$ cat src/rtl/conv_operand_loader.sv
// conv_operand_loader: loads kernel, window-1 and window-2 operands from one byte
// stream into register files, serves asynchronous reads, and handshakes with the engine.
`default_nettype none

module conv_operand_loader #(
  parameter int KERNEL_SIZE     = 3,
  parameter int DATA_WIDTH      = 8,
  parameter int SRAM_ADDR_WIDTH = 4,
  parameter int SRAM_DEPTH      = 16
) (
  input  logic                       i_clk,
  input  logic                       i_rst_n,
  input  logic                       i_load,
  input  logic                       i_data_valid,
  input  logic [DATA_WIDTH-1:0]      i_data,
  output logic                       o_data_ready,
  input  logic [SRAM_ADDR_WIDTH-1:0] i_window_addr,
  output logic [DATA_WIDTH-1:0]      o_window1_data,
  output logic [DATA_WIDTH-1:0]      o_window2_data,
  input  logic [5:0]                 i_kernel_addr,
  output logic [DATA_WIDTH-1:0]      o_kernel_data,
  output logic                       o_conv_start,
  input  logic                       i_conv_done,
  output logic                       o_busy
);

  localparam int N  = KERNEL_SIZE * KERNEL_SIZE;
  localparam int CW = $clog2(SRAM_DEPTH) + 1;
  localparam logic [CW-1:0] LAST = CW'(N - 1);

  typedef enum logic [2:0] {
    S_IDLE      = 3'd0,
    S_FILL_K    = 3'd1,
    S_FILL_W1   = 3'd2,
    S_FILL_W2   = 3'd3,
    S_START     = 3'd4,
    S_WAIT_DONE = 3'd5
  } state_t;

  state_t          state, state_nxt;
  logic [CW-1:0]   count, count_nxt;
  logic            wr_k, wr_w1, wr_w2;

  logic [DATA_WIDTH-1:0] kern_mem [N];
  logic [DATA_WIDTH-1:0] w1_mem   [N];
  logic [DATA_WIDTH-1:0] w2_mem   [N];

  always_comb begin
    state_nxt    = state;
    count_nxt    = count;
    o_data_ready = 1'b0;
    o_conv_start = 1'b0;
    o_busy       = 1'b1;
    wr_k         = 1'b0;
    wr_w1        = 1'b0;
    wr_w2        = 1'b0;
    case (state)
      S_IDLE: begin
        o_busy = 1'b0;
        if (i_load) begin
          state_nxt = S_FILL_K;
          count_nxt = '0;
        end
      end
      S_FILL_K, S_FILL_W1, S_FILL_W2: begin
        o_data_ready = 1'b1;
        if (i_data_valid) begin
          wr_k  = (state == S_FILL_K);
          wr_w1 = (state == S_FILL_W1);
          wr_w2 = (state == S_FILL_W2);
          // Last entry of an operand advances straight to the next one: no bubble.
          if (count == LAST) begin
            count_nxt = '0;
            case (state)
              S_FILL_K:  state_nxt = S_FILL_W1;
              S_FILL_W1: state_nxt = S_FILL_W2;
              default:   state_nxt = S_START;
            endcase
          end else begin
            count_nxt = count + 1'b1;
          end
        end
      end
      S_START: begin
        o_conv_start = 1'b1;
        state_nxt    = S_WAIT_DONE;
      end
      S_WAIT_DONE: begin
        if (i_conv_done) state_nxt = S_IDLE;
      end
      default: state_nxt = S_IDLE;
    endcase
  end

  always_ff @(posedge i_clk or negedge i_rst_n) begin
    if (!i_rst_n) begin
      state <= S_IDLE;
      count <= '0;
    end else begin
      state <= state_nxt;
      count <= count_nxt;
    end
  end

  always_ff @(posedge i_clk or negedge i_rst_n) begin
    if (!i_rst_n) begin
      for (int i = 0; i < N; i++) begin
        kern_mem[i] <= '0;
        w1_mem[i]   <= '0;
        w2_mem[i]   <= '0;
      end
    end else begin
      for (int i = 0; i < N; i++) begin
        if (count == CW'(i)) begin
          if (wr_k)  kern_mem[i] <= i_data;
          if (wr_w1) w1_mem[i]   <= i_data;
          if (wr_w2) w2_mem[i]   <= i_data;
        end
      end
    end
  end

  // Address decode by compare so out-of-range addresses fall through to zero.
  always_comb begin
    o_kernel_data  = '0;
    o_window1_data = '0;
    o_window2_data = '0;
    for (int i = 0; i < N; i++) begin
      if (i_kernel_addr == 6'(i)) o_kernel_data = kern_mem[i];
      if (i_window_addr == SRAM_ADDR_WIDTH'(i)) begin
        o_window1_data = w1_mem[i];
        o_window2_data = w2_mem[i];
      end
    end
  end

endmodule

`default_nettype wire

$ cat config.mk
export PLATFORM = sky130hd
export DESIGN_NAME = conv_operand_loader
export DESIGN_NICKNAME = d
export VERILOG_FILES = /design/src/rtl/conv_operand_loader.sv
export SDC_FILE = /design/constraint.sdc
export NUM_CORES = 1
export LEC_CHECK = 0
export CORE_ASPECT_RATIO = 0.6
export CORE_UTILIZATION = 25
export DETAILED_ROUTE_END_ITERATION = 16
export SYNTH_ARGS = -nofsm -noshare
export SYNTH_HDL_FRONTEND = slang
export SYNTH_SLANG_ARGS = --single-unit
$ cat constraint.sdc
create_clock -name i_clk -period 2.9 [get_ports i_clk]
set_input_delay 0.725 -clock i_clk [delete_from_list [all_inputs] [get_ports i_clk]]
set_output_delay 0.725 -clock i_clk [all_outputs]
set_load 0.02 [all_outputs]
==> impl_metrics.csv, run 1 <==
group,metric,value,unit
cts,cts_max_path_buffers,3,
routing,detail_route.iter0.violations,360,
placed_design,postPlaceCellArea,12200,µm²
global_routing,grt_start_max_net_pins,68,
outcome,outcome,"finished clean",
sta,achievable-frequency,350,MHz
worst_setup_path,register_to_register_path_depth,4,
worst_setup_path,critical-path-top-delay-family,"buffers and inverters",
global_routing,global_route.overflow_total,0,
placed_design,dp_worst_setup_slack,-809,ps
finish,design.final.nets,888,
yosys,post_synth_fa_ha_maj_area_fraction,0.00470,
cts,cts_tree,"done",
worst_setup_path,timing.reg2reg.setup_slack,930,ps
placed_design,io_buffer_count,49,
sta,timing.final.max_slew_violations,0,
routing,routed_via_density,4.61,
cts,clkSinkCount,224,
cts,clkLatencyLatePin,530,ps
yosys,synthSimpleGateAreaFrac,0.0723,
yosys,synth_ff_type,"dfrtp_1",
worst_setup_path,cp_max_stage_delay,430,ps
floorplan,die-area,43500,µm²
floorplan,placementRows,58,
yosys,synth-warning-count,0,
yosys,synth_top_family_by_area,"multiplexers",
routing,detailedRoute.firstPassIterationCount,4,
worst_hold_path,timing.hold.worst.class,"in -> async",
sta,final-hold-violation-count,0,
worst_setup_path,crit_slowest_cell,"clkdlybuf4s50_1",
finish,regArea,5610,µm²
sta,relSlewSlack,0.625,
worst_setup_path,critPathLaunchType,"input pin",
worst_setup_path,ordered_cell_list_for_the_critical_path,"clkdlybuf4s50_1 > buf_4 > nor4_4 > buf_6 > a22oi_1 > nand2_1 > buf_2",
placed_design,routabilityCongestion,0.791,
yosys,synth_area_per_cell,13.9,µm²
sta,setup_viol,0,
worst_setup_path,timing.critical_path.arrival,2130,ps
power,power_per_standard_cell_area,718,nW/µm²
finish,diodes,0,
yosys,synthDistinctLibCells,56,
global_routing,grt_first_pass_wirelength,42.9,mm
floorplan,chipWidth,269,µm
finish,final_layout_size_suffix_gt1_frac,0.542,
cts,clk_pin_slew,60,ps
finish,areaGrowthSynthToFinish,25.1,%
yosys,synth_area_in_compound_gates,0.0530,
routing,detail_route.drc_violations,0,
floorplan,core_area,41900,µm²
routing,routed_wire_length,27.5,mm
yosys,synth_mux_area_frac,0.312,
yosys,yosysSeqAreaShare,0.526,
cts,numCtsBuffers,22,
power,pleak,6.19,nW
worst_setup_path,regToRegStartpoint,"count[2]",
placed_design,dp.final_hpwl,18.5,mm
floorplan,initial_utilization,0.254,
routing,via_count,6664,
routing,route.detailed.wl_per_inst,19.0,µm
sta,post-route-period-util,0.984,
finish,fin_area,13300,µm²
yosys,number_of_enable_type_register_cells_in_the_synthesized_netlist,0,
yosys,synthDominantCellAreaShare,0.526,
global_routing,grt_pass1_vias,6883,
floorplan,die-height,162,µm
yosys,ffs_latches_synth,224,
cts,clk_root_buffer_cell,"clkbuf_16",
yosys,synth_nets,792,
yosys,synthDominantAreaCellType,"dfrtp_1",
worst_setup_path,critPathBufInv,4,
routing,final_antenna_net_count,0,
yosys,post_synth_main_area_contributors,"dfrtp_1 53%, mux2_2 22%, mux4_2 7.2%",
yosys,asyncSetResetFlopFracSynth,1.00,
worst_setup_path,crit_fanout,5,
worst_setup_path,path_class,"in -> out",
sta,setup_slack,45.1,ps
yosys,yosys.area_share.xor_xnor,0.00329,
finish,multi_input_area,4930,µm²
global_routing,antenna_violations_before_repair,0,
global_routing,grt.total_usage,0.131,
cts,cts_htree_levels,1,
sta,timing.clock.skew,18.9,ps
power,peakVddDrop,0.414,mV
floorplan,pin_count,50,
worst_setup_path,crit_required,2170,ps
sta,final.min_clock_period,2850,ps
sta,worstMarginPinSlew,562,ps
yosys,postSynthCellCount,765,
worst_setup_path,worstSetupEndpointType,"output pin",
yosys,synth.cell_area,10700,µm²
worst_setup_path,timing.rr.end,"w1_mem[10]",
finish,fillers,4223,
flow_run,cap_viol_max_count,0,
-- routing by layer --
layer  up-vias  global-route usage  wire (µm)
li1       3010                   -          -
met1      3520               0.194      13300
met2       102               0.200      12400
met3        32              0.0211       1370
met4         0              0.0253        399
met5         -                   0          0
-- what timing repair did --
item	4_1_cts	5_1_grt
gates cloned	4	0
endpoints found under the setup margin	25	21
gates resized for setup	166	26
buffers inserted	9	0
hold buffers	0	0
pin swaps	11	8
-- power by group --
group	internal, mW	switching [mW]	leakage (nW)
clock	1.69	1.23	0.357
combinational	1.29	0.949	2.80
sequential	3.95	0.466	3.03
-- logic make-up after synthesis --
group,Yosys count
AO/OA/AOI/OAI,76
adder cells (fa/ha/maj),4
AND/OR/NAND/NOR,130
XOR/XNOR,4
flip-flops,224
multiplexers,262
buffers and inverters,65
-- per-stage QoR --
step	cells	util	TNS (ps)	hold WS [ps]	total power, mW
floorplan	765	-	0	429	5.93
global placement	1394	0.292	-17490	478	6.56
detailed placement	1394	0.292	-17760	481	6.64
CTS	1445	0.316	-27.2	179	9.66
global route	1445	0.318	-13.7	203	10.1
finish	1445	0.318	0	154	9.57
-- cell type report --
| class | instances | share of cell area |
|---|---|---|
| clock inverter | 7 | 0.00845 |
| multi-input combinational | 476 | 0.370 |
| sequential | 224 | 0.421 |
| clock buffer | 31 | 0.0468 |
| timing repair buffer | 130 | 0.0992 |
| tap | 570 | 0.0535 |
| inverter | 7 | 0.00197 |
-- cell usage in the layout, fill, tap and decap left out, types with 4 or more instances in the layout --
master | netlist | final
mux4_2 | 34 | 34
o21ai_0 | 10 | 8
nor3_1 | 5 | 4
buf_4 | 11 | 70
a22oi_2 | 0 | 10
clkbuf_1 | 24 | 5
mux2_1 | 10 | 10
a22oi_1 | 19 | 9
ha_1 | 4 | 4
xnor2_1 | 4 | 4
buf_6 | 1 | 9
nand2b_1 | 6 | 5
inv_1 | 7 | 7
mux2i_1 | 7 | 7
nand2_2 | 27 | 37
clkbuf_16 | 0 | 22
clkdlybuf4s50_1 | 0 | 14
o221ai_1 | 7 | 5
nand2_1 | 47 | 37
a21oi_1 | 13 | 12
clkbuf_8 | 0 | 4
buf_2 | 10 | 10
buf_12 | 0 | 15
and4bb_2 | 4 | 4
nand3_1 | 7 | 7
dfrtp_1 | 224 | 222
nor2_1 | 9 | 9
mux2_2 | 211 | 211
-- state kept, by name, summed over array words and instances, names as in the netlist --
signal / count
state: 3
w1_mem: 72
count: 5
kern_mem: 72
w2_mem: 72
-- synthesized netlist by cell type (2+ instances only) --
library cell  count
a2111oi_0         3
a21oi_1          13
a22oi_1          19
a31oi_1           3
a32oi_1           2
and2_1            2
and4bb_2          4
buf_1            12
buf_2            10
buf_4            11
clkbuf_1         24
dfrtp_1         224
ha_1              4
inv_1             7
mux2_1           10
mux2_2          211
mux2i_1           7
mux4_2           34
nand2_1          47
nand2_2          27
nand2b_1          6
nand3_1           7
nand3b_1          3
nor2_1            9
nor2_2            2
nor2b_1           2
nor3_1            5
nor3_2            2
nor4b_4           2
o211ai_1          2
o21a_1            3
o21ai_0          10
o221ai_1          7
o22ai_1           4
o311a_1           3
xnor2_1           4
-- worst max-delay path by stage --
stage / from / endpoint / slack [ps] / depth (start not counted)
2_1_floorplan: i_kernel_addr[0] / o_kernel_data[3] / 60 / 7
3_3_place_gp: i_window_addr[2] / o_window2_data[6] / -820 / 7
3_5_place_dp: i_window_addr[2] / o_window2_data[3] / -810 / 7
4_1_cts: i_kernel_addr[3] / o_kernel_data[6] / -20 / 7
5_1_grt: i_kernel_addr[3] / o_kernel_data[6] / -8 / 7
6_report: i_kernel_addr[3] / o_kernel_data[0] / 50 / 7
No activity file was read; power rests on OpenSTA's default activity.
==> run 2: changes to the inputs <==
--- a/config.mk
+++ b/config.mk
@@ -6,8 +6,9 @@
 export NUM_CORES = 1
 export LEC_CHECK = 0
 export CORE_ASPECT_RATIO = 0.6
-export CORE_UTILIZATION = 25
+export CORE_UTILIZATION = 50
 export DETAILED_ROUTE_END_ITERATION = 16
+export PLACE_DENSITY = 0.68
 export SYNTH_ARGS = -nofsm -noshare
 export SYNTH_HDL_FRONTEND = slang
 export SYNTH_SLANG_ARGS = --single-unit
==> impl_metrics.csv, run 2 (same netlist as run 1, synthesis figures left out) <==
group,metric,value,unit
cts,cts_htree_levels,1,
sta,post-route-period-util,0.984,
sta,timing.final.max_slew_violations,0,
floorplan,chipWidth,190,µm
worst_setup_path,timing.critical_path.arrival,2130,ps
sta,final-hold-violation-count,0,
finish,final_layout_size_suffix_gt1_frac,0.510,
cts,clkSinkCount,224,
floorplan,placementRows,40,
flow_run,cap_viol_max_count,0,
cts,cts_tree,"done",
cts,cts_hold_buffers,0,
finish,areaGrowthSynthToFinish,18.3,%
cts,clk_root_buffer_cell,"clkbuf_16",
routing,via_count,6860,
finish,diodes,0,
finish,design.final.nets,873,
finish,multi_input_area,4840,µm²
routing,routed_wire_length,26.1,mm
placed_design,io_buffer_count,49,
worst_setup_path,critPathLaunchType,"input pin",
finish,fillers,1555,
floorplan,pin_count,50,
cts,clk_pin_slew,60,ps
global_routing,grt_first_pass_wirelength,41.2,mm
power,peakVddDrop,0.422,mV
routing,detail_route.drc_violations,0,
placed_design,routabilityCongestion,0.862,
finish,regArea,5610,µm²
finish,layout_commonest_cell,"dfrtp_1",
floorplan,die-height,115,µm
worst_setup_path,worstSetupEndpointType,"output pin",
sta,final.min_clock_period,2850,ps
cts,cts_max_path_buffers,3,
routing,route.detailed.wl_per_inst,23.0,µm
cts,clkLatencyLatePin,500,ps
sta,timing.clock.skew,7.25,ps
global_routing,grt_start_max_net_pins,80,
worst_hold_path,timing.hold.worst.class,"in -> async",
floorplan,die-area,21900,µm²
sta,rsz_0062_raised_after_global_routing,"yes",
global_routing,global_route.overflow_total,0,
placed_design,placed_cells,1091,
placed_design,dp.final_hpwl,17.7,mm
routing,routed_via_density,6.05,
sta,worstMarginPinSlew,663,ps
worst_setup_path,critPathBufInv,4,
worst_setup_path,critical-path-top-delay-family,"buffers and inverters",
worst_setup_path,path_class,"in -> out",
routing,detail_route.iter0.violations,439,
floorplan,core_area,20400,µm²
routing,detailedRoute.firstPassIterationCount,5,
finish,biggestRegsByFlops,"kern_mem: 72 flops, w1_mem: 72 flops, w2_mem: 72 flops",
worst_setup_path,crit_slowest_cell,"clkdlybuf4s50_1",
worst_setup_path,crit_fanout,4,
routing,final_antenna_net_count,0,
finish,commonest_cells_after_routing_fill_and_taps_aside,"224 x dfrtp_1, 211 x mux2_2, 57 x buf_4, 46 x nand2_1, 34 x mux4_2",
worst_setup_path,ordered_cell_list_for_the_critical_path,"clkdlybuf4s50_1 > buf_4 > nor2_1 > and4_4 > buf_4 > nand2_1 > nand2_1 > buf_6",
global_routing,grt_pass1_vias,7246,
finish,final_instance_count_excl_fillers,1134,
sta,setup_viol,0,
power,total_design_power,9.51,mW
sta,relSlewSlack,0.558,
global_routing,antenna_violations_before_repair,0,
worst_setup_path,cp_max_stage_delay,420,ps
floorplan,initial_utilization,0.522,
power,pleak,6.05,nW
finish,fin_area,12600,µm²
outcome,outcome,"finished clean",
worst_setup_path,crit_required,2170,ps
finish,finish.utilization,0.617,
placed_design,postPlaceCellArea,11800,µm²
power,power_per_standard_cell_area,754,nW/µm²
global_routing,grt.total_usage,0.249,
sta,achievable-frequency,350,MHz
cts,numCtsBuffers,22,
run 2: changes by cell type in the layout (fill, tap and decap cells not counted), moves of 4 or more:
cell,change
a22oi_1,+8
a22oi_2,-8
buf_12,-4
buf_2,+10
buf_4,-13
buf_6,-6
nand2_1,+9
nand2_2,-9
run 2: final timing paths:
path	to	slack, ps	cells after the start	start
setup reg to reg	count[2]	860	4	count[3]
min in group i_clk	w1_mem[57]	490	1	w1_mem[57]
setup / recovery	o_kernel_data[1]	50	8	i_kernel_addr[5]
hold / removal	w2_mem[15]	190	1	i_rst_n
max in group asynchronous	w1_mem[56]	1960	2	i_rst_n
hold reg to reg	w1_mem[57]	490	1	w1_mem[57]
run 2: worst reg2reg max path: cells and delay by family, from the launching register on:
| family | cells | cell delay, ps |
|---|---|---|
| flip-flops | 1 | 700 |
| AO/OA/AOI/OAI | 1 | 660 |
| AND/OR/NAND/NOR | 2 | 390 |
| buffers and inverters | 1 | 180 |
run 2: power breakdown:
part	switching (mW)	internal, mW
registers	0.485	3.95
logic	0.965	1.24
clock network	1.17	1.69
run 2: per-stage QoR:
step | hold WS (ps) | worst slack [ps] | setup TNS, ps
final | 189 | 46.3 | 0
after global routing | 267 | -4.81 | -6.99
after CTS | 231 | 3.94 | 0
after detailed placement | 480 | -802 | -16940
after global placement | 470 | -858 | -16730
after floorplan | 429 | 61.7 | 0
run 2: final cells by class:
class                           instances  area share
Clock inverter                          5     0.00397
Inverter                                7     0.00208
Timing Repair Buffer                  115      0.0847
Multi-Input combinational cell        476       0.384
Clock buffer                           34      0.0537
Sequential cell                       224       0.445
Tap cell                              273      0.0271
run 2: per-layer routing:
layer  vias up  wire length (µm)  track usage
met1      3664             12900        0.382
li1       2976                 -            -
met5         -                 0            0
met3        31              1600       0.0507
met2       189             11300        0.369
met4         0               359       0.0459
run 2: repair_timing:
action / CTS / global route
pin swaps: 5 / 4
gates resized for setup: 135 / 16
gates cloned: 2 / 0
buffers inserted: 2 / 0
endpoints found under the setup margin: 24 / 14
